`src/rtl/sequencer_control_unit_if.sv`:
```
// Control/status bundle between the sequencer and the ALU-system datapath.
// master: sequencer side (reads IROut/ALUOutFlag, drives every control input).
// slave : datapath side (drives IROut/ALUOutFlag, consumes the controls).
interface sequencer_control_unit_if;
   logic [15:0] IROut;
   logic [3:0]  ALUOutFlag;
   logic [2:0]  RF_OutASel;
   logic [2:0]  RF_OutBSel;
   logic [2:0]  RF_FunSel;
   logic [3:0]  RF_RegSel;
   logic [3:0]  RF_ScrSel;
   logic [4:0]  ALU_FunSel;
   logic [1:0]  ARF_OutCSel;
   logic [1:0]  ARF_OutDSel;
   logic [2:0]  ARF_FunSel;
   logic [2:0]  ARF_RegSel;
   logic        IR_LH;
   logic        IR_Write;
   logic        Mem_CS;
   logic        Mem_WR;
   logic        ALU_WF;
   logic [1:0]  MuxASel;
   logic [1:0]  MuxBSel;
   logic        MuxCSel;
   logic        Halted;

   modport master (
      input  IROut, ALUOutFlag,
      output RF_OutASel, RF_OutBSel, RF_FunSel, RF_RegSel, RF_ScrSel,
             ALU_FunSel, ARF_OutCSel, ARF_OutDSel, ARF_FunSel, ARF_RegSel,
             IR_LH, IR_Write, Mem_CS, Mem_WR, ALU_WF,
             MuxASel, MuxBSel, MuxCSel, Halted
   );

   modport slave (
      output IROut, ALUOutFlag,
      input  RF_OutASel, RF_OutBSel, RF_FunSel, RF_RegSel, RF_ScrSel,
             ALU_FunSel, ARF_OutCSel, ARF_OutDSel, ARF_FunSel, ARF_RegSel,
             IR_LH, IR_Write, Mem_CS, Mem_WR, ALU_WF,
             MuxASel, MuxBSel, MuxCSel, Halted
   );
endinterface

```
`src/rtl/sequencer_control_unit.sv`:
```
// Hardwired fetch/decode/execute sequencer (Moore FSM, outputs decoded from state).
// Ports: Clock, Reset (async, active-high, forces CLR);
//        bus (master): IROut/ALUOutFlag in, all datapath controls and Halted out.
// Outputs are a pure decode of the state (plus IROut/flags in E0/E1) so that an
// asserted Reset shows the CLR decode, and drops Mem_CS, in the same cycle.
module sequencer_control_unit (
   input  logic                            Clock,
   input  logic                            Reset,
   sequencer_control_unit_if.master        bus
);
   localparam logic [3:0] OP_BRA = 4'h0;
   localparam logic [3:0] OP_BEQ = 4'h1;
   localparam logic [3:0] OP_BNE = 4'h2;
   localparam logic [3:0] OP_INC = 4'h3;
   localparam logic [3:0] OP_DEC = 4'h4;
   localparam logic [3:0] OP_LDI = 4'h5;
   localparam logic [3:0] OP_ADD = 4'h6;
   localparam logic [3:0] OP_LD  = 4'h7;
   localparam logic [3:0] OP_ST  = 4'h8;
   localparam logic [3:0] OP_HLT = 4'hF;

   localparam logic [2:0] FUN_DEC  = 3'b000;
   localparam logic [2:0] FUN_INC  = 3'b001;
   localparam logic [2:0] FUN_LOAD = 3'b010;
   localparam logic [2:0] FUN_CLR  = 3'b011;

   localparam logic [2:0] ARF_PC_EN = 3'b011;
   localparam logic [2:0] ARF_AR_EN = 3'b110;

   typedef enum logic [2:0] {
      S_CLR  = 3'd0,
      S_F0   = 3'd1,
      S_F1   = 3'd2,
      S_E0   = 3'd3,
      S_E1   = 3'd4,
      S_HALT = 3'd5
   } state_t;

   state_t      state;
   state_t      state_next;
   logic [3:0]  opcode;
   logic [1:0]  dst;
   logic [1:0]  src;
   logic        z_flag;
   logic        take_branch;
   logic [3:0]  dst_en;

   assign opcode = bus.IROut[15:12];
   assign dst    = bus.IROut[11:10];
   assign src    = bus.IROut[9:8];
   assign z_flag = bus.ALUOutFlag[3];

   // Active-low register enable: dst 0 (R1) maps to bit 3.
   assign dst_en = ~(4'b1000 >> dst);

   assign take_branch = (opcode == OP_BRA) ||
                        ((opcode == OP_BEQ) && z_flag) ||
                        ((opcode == OP_BNE) && !z_flag);

   // State register.
   always_ff @(posedge Clock or posedge Reset) begin
      if (Reset) state <= S_CLR;
      else       state <= state_next;
   end

   // Next-state and control decode.
   always_comb begin
      state_next      = state;
      bus.RF_OutASel  = 3'b000;
      bus.RF_OutBSel  = 3'b000;
      bus.RF_FunSel   = 3'b000;
      bus.RF_RegSel   = 4'b1111;
      bus.RF_ScrSel   = 4'b1111;
      bus.ALU_FunSel  = 5'b00000;
      bus.ARF_OutCSel = 2'b00;
      bus.ARF_OutDSel = 2'b00;
      bus.ARF_FunSel  = 3'b000;
      bus.ARF_RegSel  = 3'b111;
      bus.IR_LH       = 1'b0;
      bus.IR_Write    = 1'b0;
      bus.Mem_CS      = 1'b1;
      bus.Mem_WR      = 1'b0;
      bus.ALU_WF      = 1'b0;
      bus.MuxASel     = 2'b00;
      bus.MuxBSel     = 2'b00;
      bus.MuxCSel     = 1'b0;
      bus.Halted      = 1'b0;

      case (state)
         S_CLR: begin
            bus.ARF_FunSel = FUN_CLR;
            bus.ARF_RegSel = ARF_PC_EN;
            state_next     = S_F0;
         end
         // Byte fetch from PC; PC steps in both halves so instructions stay 2-byte aligned.
         S_F0, S_F1: begin
            bus.ARF_OutDSel = 2'b00;
            bus.Mem_CS      = 1'b0;
            bus.IR_Write    = 1'b1;
            bus.IR_LH       = (state == S_F1);
            bus.ARF_FunSel  = FUN_INC;
            bus.ARF_RegSel  = ARF_PC_EN;
            state_next      = (state == S_F0) ? S_F1 : S_E0;
         end
         S_E0: begin
            state_next = S_F0;
            case (opcode)
               OP_BRA, OP_BEQ, OP_BNE: begin
                  if (take_branch) begin
                     bus.MuxBSel    = 2'b11;
                     bus.ARF_FunSel = FUN_LOAD;
                     bus.ARF_RegSel = ARF_PC_EN;
                  end
               end
               OP_INC: begin
                  bus.RF_FunSel = FUN_INC;
                  bus.RF_RegSel = dst_en;
               end
               OP_DEC: begin
                  bus.RF_FunSel = FUN_DEC;
                  bus.RF_RegSel = dst_en;
               end
               OP_LDI: begin
                  bus.MuxASel   = 2'b11;
                  bus.RF_FunSel = FUN_LOAD;
                  bus.RF_RegSel = dst_en;
               end
               OP_ADD: begin
                  bus.RF_OutASel = {1'b0, dst};
                  bus.RF_OutBSel = {1'b0, src};
                  bus.ALU_FunSel = 5'b10100;
                  bus.ALU_WF     = 1'b1;
                  bus.MuxASel    = 2'b00;
                  bus.RF_FunSel  = FUN_LOAD;
                  bus.RF_RegSel  = dst_en;
               end
               OP_LD, OP_ST: begin
                  bus.MuxBSel    = 2'b11;
                  bus.ARF_FunSel = FUN_LOAD;
                  bus.ARF_RegSel = ARF_AR_EN;
                  state_next     = S_E1;
               end
               OP_HLT: state_next = S_HALT;
               default: ;
            endcase
         end
         // Memory access through AR, loaded with imm in E0.
         S_E1: begin
            bus.ARF_OutDSel = 2'b10;
            bus.Mem_CS      = 1'b0;
            state_next      = S_F0;
            if (opcode == OP_ST) begin
               bus.Mem_WR     = 1'b1;
               bus.RF_OutASel = {1'b0, dst};
               bus.ALU_FunSel = 5'b10000;
               bus.MuxCSel    = 1'b0;
            end else begin
               bus.Mem_WR    = 1'b0;
               bus.MuxASel   = 2'b10;
               bus.RF_FunSel = FUN_LOAD;
               bus.RF_RegSel = dst_en;
            end
         end
         S_HALT: begin
            bus.Halted = 1'b1;
            state_next = S_HALT;
         end
         default: state_next = S_CLR;
      endcase
   end
endmodule

```
`src/flat_wrapper.sv`:
```
// flat-port wrapper written by rule: the top's interface ports become plain ports
module sequencer_control_unit_flat 
  (Clock, Reset, bus_IROut, bus_ALUOutFlag, bus_RF_OutASel, bus_RF_OutBSel, bus_RF_FunSel, bus_RF_RegSel, bus_RF_ScrSel, bus_ALU_FunSel, bus_ARF_OutCSel, bus_ARF_OutDSel, bus_ARF_FunSel, bus_ARF_RegSel, bus_IR_LH, bus_IR_Write, bus_Mem_CS, bus_Mem_WR, bus_ALU_WF, bus_MuxASel, bus_MuxBSel, bus_MuxCSel, bus_Halted);
  sequencer_control_unit_if bus_i ();
  input  logic Clock;
  input  logic Reset;
  input wire logic [$bits(bus_i.IROut)-1:0] bus_IROut;
  input wire logic [$bits(bus_i.ALUOutFlag)-1:0] bus_ALUOutFlag;
  output wire logic [$bits(bus_i.RF_OutASel)-1:0] bus_RF_OutASel;
  output wire logic [$bits(bus_i.RF_OutBSel)-1:0] bus_RF_OutBSel;
  output wire logic [$bits(bus_i.RF_FunSel)-1:0] bus_RF_FunSel;
  output wire logic [$bits(bus_i.RF_RegSel)-1:0] bus_RF_RegSel;
  output wire logic [$bits(bus_i.RF_ScrSel)-1:0] bus_RF_ScrSel;
  output wire logic [$bits(bus_i.ALU_FunSel)-1:0] bus_ALU_FunSel;
  output wire logic [$bits(bus_i.ARF_OutCSel)-1:0] bus_ARF_OutCSel;
  output wire logic [$bits(bus_i.ARF_OutDSel)-1:0] bus_ARF_OutDSel;
  output wire logic [$bits(bus_i.ARF_FunSel)-1:0] bus_ARF_FunSel;
  output wire logic [$bits(bus_i.ARF_RegSel)-1:0] bus_ARF_RegSel;
  output wire logic [$bits(bus_i.IR_LH)-1:0] bus_IR_LH;
  output wire logic [$bits(bus_i.IR_Write)-1:0] bus_IR_Write;
  output wire logic [$bits(bus_i.Mem_CS)-1:0] bus_Mem_CS;
  output wire logic [$bits(bus_i.Mem_WR)-1:0] bus_Mem_WR;
  output wire logic [$bits(bus_i.ALU_WF)-1:0] bus_ALU_WF;
  output wire logic [$bits(bus_i.MuxASel)-1:0] bus_MuxASel;
  output wire logic [$bits(bus_i.MuxBSel)-1:0] bus_MuxBSel;
  output wire logic [$bits(bus_i.MuxCSel)-1:0] bus_MuxCSel;
  output wire logic [$bits(bus_i.Halted)-1:0] bus_Halted;
  assign bus_i.IROut = bus_IROut;
  assign bus_i.ALUOutFlag = bus_ALUOutFlag;
  assign bus_RF_OutASel = bus_i.RF_OutASel;
  assign bus_RF_OutBSel = bus_i.RF_OutBSel;
  assign bus_RF_FunSel = bus_i.RF_FunSel;
  assign bus_RF_RegSel = bus_i.RF_RegSel;
  assign bus_RF_ScrSel = bus_i.RF_ScrSel;
  assign bus_ALU_FunSel = bus_i.ALU_FunSel;
  assign bus_ARF_OutCSel = bus_i.ARF_OutCSel;
  assign bus_ARF_OutDSel = bus_i.ARF_OutDSel;
  assign bus_ARF_FunSel = bus_i.ARF_FunSel;
  assign bus_ARF_RegSel = bus_i.ARF_RegSel;
  assign bus_IR_LH = bus_i.IR_LH;
  assign bus_IR_Write = bus_i.IR_Write;
  assign bus_Mem_CS = bus_i.Mem_CS;
  assign bus_Mem_WR = bus_i.Mem_WR;
  assign bus_ALU_WF = bus_i.ALU_WF;
  assign bus_MuxASel = bus_i.MuxASel;
  assign bus_MuxBSel = bus_i.MuxBSel;
  assign bus_MuxCSel = bus_i.MuxCSel;
  assign bus_Halted = bus_i.Halted;
  sequencer_control_unit u_core (.Clock(Clock), .Reset(Reset), .bus(bus_i));
endmodule
```
`config.mk`:
```
export PLATFORM = sky130hd
export DESIGN_NAME = sequencer_control_unit_flat
export DESIGN_NICKNAME = d
export VERILOG_FILES = /design/src/rtl/sequencer_control_unit_if.sv /design/src/rtl/sequencer_control_unit.sv /design/src/flat_wrapper.sv
export SDC_FILE = /design/constraint.sdc
export NUM_CORES = 1
export LEC_CHECK = 0
export BUFFER_PORTS_ARGS = -buffer_cell sky130_fd_sc_hd__buf_2
export CAP_MARGIN = 0
export CELL_PAD_IN_SITES_DETAIL_PLACEMENT = 1
export CELL_PAD_IN_SITES_GLOBAL_PLACEMENT = 2
export CORE_MARGIN = 2
export CORE_UTILIZATION = 15
export DETAILED_ROUTE_END_ITERATION = 16
export HOLD_SLACK_MARGIN = 0.12
export PLACE_DENSITY_LB_ADDON = 0.25
export REMOVE_ABC_BUFFERS = 1
export SYNTH_ARGS = -nofsm -noshare
export SYNTH_HDL_FRONTEND = slang
export SYNTH_SLANG_ARGS = --single-unit
```
`constraint.sdc`:
```
create_clock -name Clock -period 1.7 [get_ports Clock]
set_input_delay 0 -clock Clock [delete_from_list [all_inputs] [get_ports Clock]]
set_output_delay 0 -clock Clock [all_outputs]
set_load 0.02 [all_outputs]
```
==> results of run 1 <==
cell usage in the layout, fill, tap and decap left out, types with 2 or more instances in the layout:
master	Yosys	final
a211oi_2	1	2
a31oi_1	3	2
and2_1	3	3
buf_2	3	32
buf_4	17	7
buf_6	1	6
clkbuf_8	0	3
conb_1	2	16
dfrtp_1	3	2
inv_1	3	3
nand2_1	8	8
nand2b_1	2	2
nand2b_4	2	2
nand3_1	5	3
nand3b_1	3	3
nor2_1	11	11
o21ai_0	2	2
xnor2_1	2	2
cells by family (layout without fill, tap and decap cells):
kind of cell	after synthesis	in the layout	synth area share [%]
AOI/OAI and AO/OA	12	12	13.59
xor gates and xnor gates	2	2	2.719
buffers and inverters	27	54	27.77
DFF	3	3	11.65
muxes	1	1	1.553
other	2	16	1.165
and+or+nand+nor	46	46	41.56
final timing paths:
kind                                  from          endpoint  slack (ns)  depth (start not counted)
min reg2reg                u_core.state[2]   u_core.state[0]        0.58                          1
max in group asynchronous            Reset   u_core.state[2]        1.37                          3
max reg2reg                u_core.state[1]   u_core.state[2]        0.62                          3
min                                  Reset   u_core.state[1]        0.19                          3
max                        u_core.state[1]  bus_RF_RegSel[1]       0.006                          7
min in group Clock           bus_IROut[14]   u_core.state[2]        0.23                          3
power groups by stage:
| stage | registers [mW] | clock network (mW) | logic, mW |
|---|---|---|---|
| floorplan | 0.0727 | 0 | 0.0478 |
| global placement | 0.0727 | 0 | 0.0754 |
| detailed placement | 0.0727 | 0 | 0.0772 |
| CTS | 0.0719 | 0.214 | 0.0795 |
| global route | 0.0718 | 0.231 | 0.0906 |
| finish | 0.0719 | 0.208 | 0.0826 |
through the flow:
step | instances | setup TNS, ns
finish | 184 | 0
global route | 184 | -0.4064
floorplan | 84 | -0.02529
global placement | 175 | 0
detailed placement | 175 | 0
CTS | 183 | 0
cell usage after synthesis, drive strengths merged, types with 3 or more instances:
cell	count	area, um2
buf	21	153.9
nor2	11	41.29
nand2	8	30.03
nand3	5	25.02
inv	4	17.52
nand2b	4	40.04
a31oi	3	18.77
and2	3	18.77
dfrtp	3	75.07
nand3b	3	22.52
routing by layer:
| layer | up-vias | share of wire (%) |
|---|---|---|
| met5 | - | 0 |
| met4 | 0 | 1.0 |
| met3 | 3 | 8.6 |
| met2 | 40 | 47 |
| met1 | 339 | 43 |
| li1 | 359 | - |
worst reg2reg max path, stage by stage (launching register included):
cell      delay (ns)
dfrtp_1         0.41
buf_6           0.14
xnor2_1         0.12
a311oi_1        0.29
timing repair:
| action | in CTS | in global routing |
|---|---|---|
| pin swaps | 1 | 5 |
| endpoints found under the setup margin | 10 | 10 |
| setup buffers | 3 | 1 |
| resized for setup | 3 | 18 |
| hold endpoints to repair | 3 | 0 |
| hold buffers | 1 | 0 |
layout make-up:
cell class / count / area share (%)
well taps: 50 / 6.435
repair buffers: 46 / 29.86
inverters: 4 / 2.059
flip-flops and latches: 3 / 7.851
multi-input cells: 77 / 49.16
clock buffers: 4 / 4.633
==> results.sh, run 1 <==
export IMPL_status="completed"
export IMPL_gp_congestion=0.7132
export IMPL_synthesis_instances=93
export IMPL_hp_class="input port to asynchronous set/reset pin"
export IMPL_crit_path_end_kind="output port"
export IMPL_switchingPower_mw=0.1116
export IMPL_regMostFlops="u_core.state"
export IMPL_synth_area_per_cell_um2=6.929
export IMPL_ys_warn_count=0
export IMPL_critical_path_class="flop to output port"
export IMPL_fin_crit_sh_pct=99.67
export IMPL_drive_above_1_share_pct=47.01
export IMPL_vias=741
export IMPL_seqPwrFrac_pct=19.8
export IMPL_numPortBuffers=37
export IMPL_crit_required_ns=1.70
export IMPL_crit_buf_inv=3
export IMPL_grt_pass1_wl_mm=3.408
export IMPL_vias_per_cell=4.027
export IMPL_grt_busiest_layer="met2"
export IMPL_cpMaxStageDelayCell="dfrtp_1"
export IMPL_drv_cap=0
export IMPL_synth_top_flop_cell="dfrtp_1"
export IMPL_clock_fmax_mhz=590.2
export IMPL_yosysSeqAreaShare_pct=11.65
export IMPL_setup_viol=0
export IMPL_hpwl_mm=1.658
export IMPL_htree_levels=1
export IMPL_rsz0062_at_grt="true"
export IMPL_switching_share_pct=30.75
export IMPL_cpPeakStageDelay_ns=0.41
export IMPL_cp_arrival_ns=1.69
export IMPL_critPathTopFamily="buffers and inverters"
export IMPL_final_nets=157
export IMPL_fillers=507
export IMPL_dieArea_um2=4836
export IMPL_drv_slew=0
export IMPL_pwr_share_comb_pct=22.8
export IMPL_use_met2_pct=14.21
export IMPL_critPathMaxFanout=4
export IMPL_initial_core_util_pct=15.88
export IMPL_clock_path_buffers=2
export IMPL_synth_cell_types=38
export IMPL_path_clk_slew_ns=0.03
export IMPL_dieHeight_um=69.54
export IMPL_largest_reg_flops=3
export IMPL_hold_slack_ns=0.1934
export IMPL_syn_area_um2=644.4
export IMPL_pwr_share_clk_pct=57.4
export IMPL_wl_per_cell_um=11.70
export IMPL_total_power_mw=0.3628
export IMPL_tritoncts="done"
export IMPL_num_rows=23
export IMPL_fin_area_um2=972.2
export IMPL_antenna_cells=0
export IMPL_grt_overflow=0
export IMPL_synthArstFlopShare_pct=100.0
export IMPL_grt_pass1_vias=749
export IMPL_die_w_um=69.54
export IMPL_ant_nets=0
export IMPL_place_area_um2=813.3
export IMPL_cts_buffers_inserted=3
export IMPL_place_ws_ns=0.07266
export IMPL_track_usage_pct=8.713
export IMPL_final_core_util_pct=23.96
export IMPL_min_period_ns=1.694
export IMPL_totalWireLength_mm=2.153
export IMPL_clock_skew_ns=0.003270
export IMPL_insertion_delay_ns=0.22
export IMPL_route_detailed_drc=0
export IMPL_ys_seq_elements=3
export IMPL_areaGrowthSynthToFinish_pct=50.87
export IMPL_core_um2=4058
export IMPL_start_kind="flop"
export IMPL_p_int_mw=0.2512
export IMPL_setup_ws_ns=0.005672
export IMPL_multi_input_comb_area_um2=478.0
export IMPL_synth_edf_count=0
export IMPL_firstDrtPassIters=2
export IMPL_leakagePower_nw=0.4932
export IMPL_regArea_um2=76.32
export IMPL_reg_top3="u_core.state: 3 flops"
export IMPL_met1_usage_pct=11.19
export IMPL_power_density_nw_per_um2=373.2
export IMPL_clockRootBuffer="clkbuf_8"
export IMPL_ir_worst_vdd_uv=106.4
export IMPL_worstPathCellList="nand2b_4 > nand2b_4 > buf_4 > a211oi_2 > buf_4 > nand3b_1 > buf_6"
export IMPL_drtIter0Drc=24
export IMPL_cts_num_sinks=3
export IMPL_hold_viol_final=0
export IMPL_antenna_found_initial=0
export IMPL_pin_count=65
export IMPL_grt_start_max_net_pins=13
export IMPL_met3_usage_pct=2.326
(Power assumes the default switching activity.)
==> run 2, diff against run 1 <==
Settings changed: CORE_MARGIN 2 to 3, SKIP_CTS_REPAIR_TIMING set to 1.
==> run 2 against run 1 <==
Compared with the run above: register-to-register slack barely moved; global-route usage fell by 0.20 points; clock skew fell by 0.0026 ns; largest cell class unchanged; highest routed layer unchanged.
==> results.sh, run 2 (same netlist as run 1, synthesis figures left out) <==
export IMPL_regMostFlops="u_core.state"
export IMPL_final_common_cell="buf_2"
export IMPL_track_usage_pct=8.509
export IMPL_htree_levels=1
export IMPL_grt_pass1_wl_mm=3.525
export IMPL_highest_layer="met4"
export IMPL_setup_viol=0
export IMPL_wl_per_cell_um=12.03
export IMPL_firstDrtPassIters=4
export IMPL_cpMaxStageDelayCell="dfrtp_2"
export IMPL_initial_core_util_pct=15.77
export IMPL_place_area_um2=813.3
export IMPL_wl_met1_mm=1.058
export IMPL_vias_per_cell=3.973
export IMPL_drv_cap=0
export IMPL_clock_skew_ns=0.0006430
export IMPL_ir_worst_vdd_uv=205.2
export IMPL_crit_required_ns=1.70
export IMPL_grt_start_max_net_pins=13
export IMPL_fin_area_um2=1012
export IMPL_power_density_nw_per_um2=356.4
export IMPL_placed_cells=175
export IMPL_cts_buffers_inserted=3
export IMPL_insertion_delay_ns=0.21
export IMPL_hold_slack_ns=0.1959
export IMPL_core_um2=4086
export IMPL_cpPeakStageDelay_ns=0.42
export IMPL_critPathMaxFanout=4
export IMPL_cp_arrival_ns=1.70
export IMPL_place_ws_ns=0.09240
export IMPL_setup_ws_ns=0.001588
export IMPL_areaGrowthSynthToFinish_pct=57.09
export IMPL_total_power_mw=0.3608
export IMPL_num_rows=23
export IMPL_most_common_layout_cells="34 x buf_2, 16 x conb_1, 10 x nor2_1, 10 x buf_4, 8 x nand2_1"
export IMPL_ant_nets=0
export IMPL_drtIter0Drc=17
export IMPL_cts_num_sinks=3
export IMPL_path_clk_slew_ns=0.03
export IMPL_final_nets=160
export IMPL_vias=743
export IMPL_fin_crit_sh_pct=99.91
export IMPL_die_w_um=71.54
export IMPL_crit_top_cell="buf_6"
export IMPL_clockRootBuffer="clkbuf_8"
export IMPL_hpwl_mm=1.789
export IMPL_antenna_cells=0
export IMPL_clock_path_buffers=2
export IMPL_largest_reg_flops=3
export IMPL_instances_no_fill=187
export IMPL_drive_above_1_share_pct=50.36
export IMPL_hold_viol_final=0
export IMPL_min_period_ns=1.698
export IMPL_route_met3_wl_um=149
export IMPL_reg_top3="u_core.state: 3 flops"
export IMPL_grt_pass1_vias=761
export IMPL_hp_class="input port to asynchronous set/reset pin"
export IMPL_final_core_util_pct=24.77
export IMPL_worstPathCellList="buf_6 > and3b_2 > nand3_4 > nor2_4 > or3_4 > buf_6"
export IMPL_gp_congestion=0.7382
export IMPL_start_kind="flop"
export IMPL_crit_path_end_kind="output port"
export IMPL_critical_path_class="flop to output port"
export IMPL_rsz0062_at_grt="true"
export IMPL_route_detailed_drc=0
export IMPL_totalWireLength_mm=2.249
export IMPL_antenna_found_initial=0
export IMPL_numPortBuffers=37
export IMPL_dieArea_um2=5118
export IMPL_drv_slew=0
export IMPL_dieHeight_um=71.54
export IMPL_clock_fmax_mhz=588.8
export IMPL_wl_met2_mm=1.029
export IMPL_finalSetupTns_ns=0
export IMPL_grt_overflow=0
export IMPL_leakagePower_nw=0.4972
export IMPL_tritoncts="done"
export IMPL_pin_count=65
export IMPL_status="completed"
## run 2: worst paths after layout
kind                       cells past startpoint               end  slack [ns]             from
min                                            3   u_core.state[1]        0.20            Reset
min in group Clock                             3   u_core.state[2]        0.26    bus_IROut[14]
min reg2reg                                    1   u_core.state[0]        0.59  u_core.state[2]
max in group asynchronous                      3   u_core.state[2]        1.36            Reset
max                                            6  bus_RF_FunSel[1]       0.002  u_core.state[1]
max reg2reg                                    4   u_core.state[1]        0.61  u_core.state[1]
## run 2: power breakdown
group          switching (mW)  internal [mW]  total (mW)
combinational          0.0662         0.0196      0.0858
sequential                  0         0.0719      0.0719
clock                  0.0434          0.160       0.203
## run 2: layout make-up
class | instances | area, um2
inverter | 4 | 17.52
sequential | 3 | 77.57
multi-input combinational | 77 | 509.2
clock buffer | 4 | 45.04
tap | 50 | 62.56
fill | 517 | 3074
timing repair buffer | 49 | 300.3
## run 2: metal layers
layer	up-vias	track usage, %
met5	-	0
met4	0	2.088
met3	2	1.964
met2	38	14.08
met1	336	11.15
li1	367	-
## run 2: critical path, delay by kind of cell, from the launching register on
family                 cells  cell delay (ns)
buffers and inverters      2             0.27
DFF                        1             0.42
and+or+nand+nor            4             0.80
==> run 3, diff against run 2 <==
Settings changed: SKIP_CTS_REPAIR_TIMING 1 to not set.
Clock period 1.7 ns to 1.8 ns, I/O delays scaled along.
==> run 3 against run 2 <==
Compared with the run above: hold slack worse by 0.0048 ns; clock power fell by 2%; first-iteration DRC count is 24% lower; combinational power fell by 7.7%.
==> results.sh, run 3 (same netlist as run 1, synthesis figures left out) <==
export IMPL_insertion_delay_ns=0.22
export IMPL_start_kind="flop"
export IMPL_leakagePower_nw=0.4910
export IMPL_areaGrowthSynthToFinish_pct=53.40
export IMPL_grt_start_max_net_pins=13
export IMPL_vias_per_cell=4.000
export IMPL_final_common_cell="buf_2"
export IMPL_antenna_found_initial=0
export IMPL_power_density_nw_per_um2=350.5
export IMPL_clockRootBuffer="clkbuf_8"
export IMPL_grt_overflow=0
export IMPL_track_usage_pct=8.283
export IMPL_hpwl_mm=1.708
export IMPL_regMostFlops="u_core.state"
export IMPL_clock_fmax_mhz=571.3
export IMPL_hold_viol_final=0
export IMPL_die_w_um=71.54
export IMPL_fin_crit_sh_pct=97.24
export IMPL_total_power_mw=0.3464
export IMPL_clock_skew_ns=0.0005671
export IMPL_dieArea_um2=5118
export IMPL_most_common_layout_cells="35 x buf_2, 16 x conb_1, 10 x nor2_1"
export IMPL_numPortBuffers=37
export IMPL_gp_congestion=0.7230
export IMPL_setup_viol=0
export IMPL_antenna_cells=0
export IMPL_drv_slew=0
export IMPL_pin_count=65
export IMPL_hold_slack_ns=0.1911
export IMPL_final_nets=159
export IMPL_ant_nets=0
export IMPL_vias=744
export IMPL_drive_above_1_share_pct=49.26
export IMPL_critical_path_class="flop to output port"
export IMPL_route_detailed_drc=0
export IMPL_drtIter0Drc=13
export IMPL_ir_worst_vdd_uv=117.1
export IMPL_cts_num_sinks=3
export IMPL_cts_buffers_inserted=3
export IMPL_cp_arrival_ns=1.75
export IMPL_grt_pass1_wl_mm=3.443
export IMPL_htree_levels=1
export IMPL_largest_reg_flops=3
export IMPL_totalWireLength_mm=2.201
export IMPL_min_period_ns=1.750
export IMPL_grt_pass1_vias=695
export IMPL_rsz0062_at_grt="true"
export IMPL_dieHeight_um=71.54
export IMPL_fillers=516
export IMPL_core_um2=4086
export IMPL_crit_path_end_kind="output port"
export IMPL_clock_path_buffers=2
export IMPL_drv_cap=0
export IMPL_hp_class="input port to asynchronous set/reset pin"
export IMPL_reg_top3="u_core.state: 3 flops"
export IMPL_crit_required_ns=1.80
export IMPL_status="completed"
export IMPL_critPathMaxFanout=6
export IMPL_tritoncts="done"
export IMPL_firstDrtPassIters=4
export IMPL_num_rows=23
export IMPL_wl_per_cell_um=11.83
export IMPL_initial_core_util_pct=15.77
export IMPL_path_clk_slew_ns=0.03
==> run 3: worst paths after layout <==
path / startpoint / to / slack, ns / depth (start not counted)
max in group asynchronous: Reset / u_core.state[0] / 1.47 / 3
setup reg to reg: u_core.state[1] / u_core.state[2] / 0.63 / 4
hold / removal: Reset / u_core.state[1] / 0.19 / 3
setup / recovery: u_core.state[1] / bus_RF_FunSel[1] / 0.05 / 6
min in group Clock: bus_IROut[14] / u_core.state[2] / 0.26 / 3
hold reg to reg: u_core.state[2] / u_core.state[1] / 0.60 / 1
==> run 3: worst max-delay path, stage by stage (launching register included) <==
cell and delay [ns]:
dfrtp_2 0.44, buf_6 0.14, and3b_2 0.25, nand3_4 0.13, nor2_4 0.05, or3_4 0.39, buf_6 0.14
==> run 3: layout make-up <==
cell class	instances	area, um2	area share [%]
Clock buffer	4	45.04	4.557
Inverter	4	17.52	1.772
Multi-Input combinational cell	77	498.0	50.38
Sequential cell	3	78.83	7.975
Tap cell	50	62.56	6.329
Timing Repair Buffer	48	286.5	28.99
==> run 3: routing by layer <==
metal | track usage [%] | share of wire [%] | wire length [um] | vias up
met1 | 10.66 | 45 | 990 | 339
met3 | 2.104 | 8.1 | 178 | 2
met2 | 13.57 | 47 | 1026 | 40
met5 | 0 | 0 | 0 | -
li1 | - | - | - | 363
met4 | 2.505 | 0.23 | 5 | 0
==> run 3: power breakdown <==
part	internal (mW)	switching (mW)
clock	0.151	0.0479
sequential	0.0679	0
combinational	0.0182	0.0610
total	0.237	0.109
==> run 3: repair_timing <==
action | 4_1_cts | 5_1_grt
gates cloned | 0 | 0
pin swaps | 0 | 5
setup endpoints to repair | 9 | 9
buffers inserted | 0 | 8
gates resized for setup | 3 | 15
hold buffers | 1 | 0
endpoints found under the hold margin | 3 | 0
==> run 3: through the flow <==
step	worst slack (ns)	utilization, %	setup TNS, ns	cell area (um2)	cells
6_report	0.04967	24.19	0	988.4	186
5_1_grt	-0.02183	24.19	-0.04933	988.4	186
4_1_cts	-0.009444	21.00	-0.009444	858.3	178
3_5_place_dp	0.1760	19.53	0	798.3	173
3_3_place_gp	0.2173	19.53	0	798.3	173
2_1_floorplan	0.07471	-	0	535.5	84
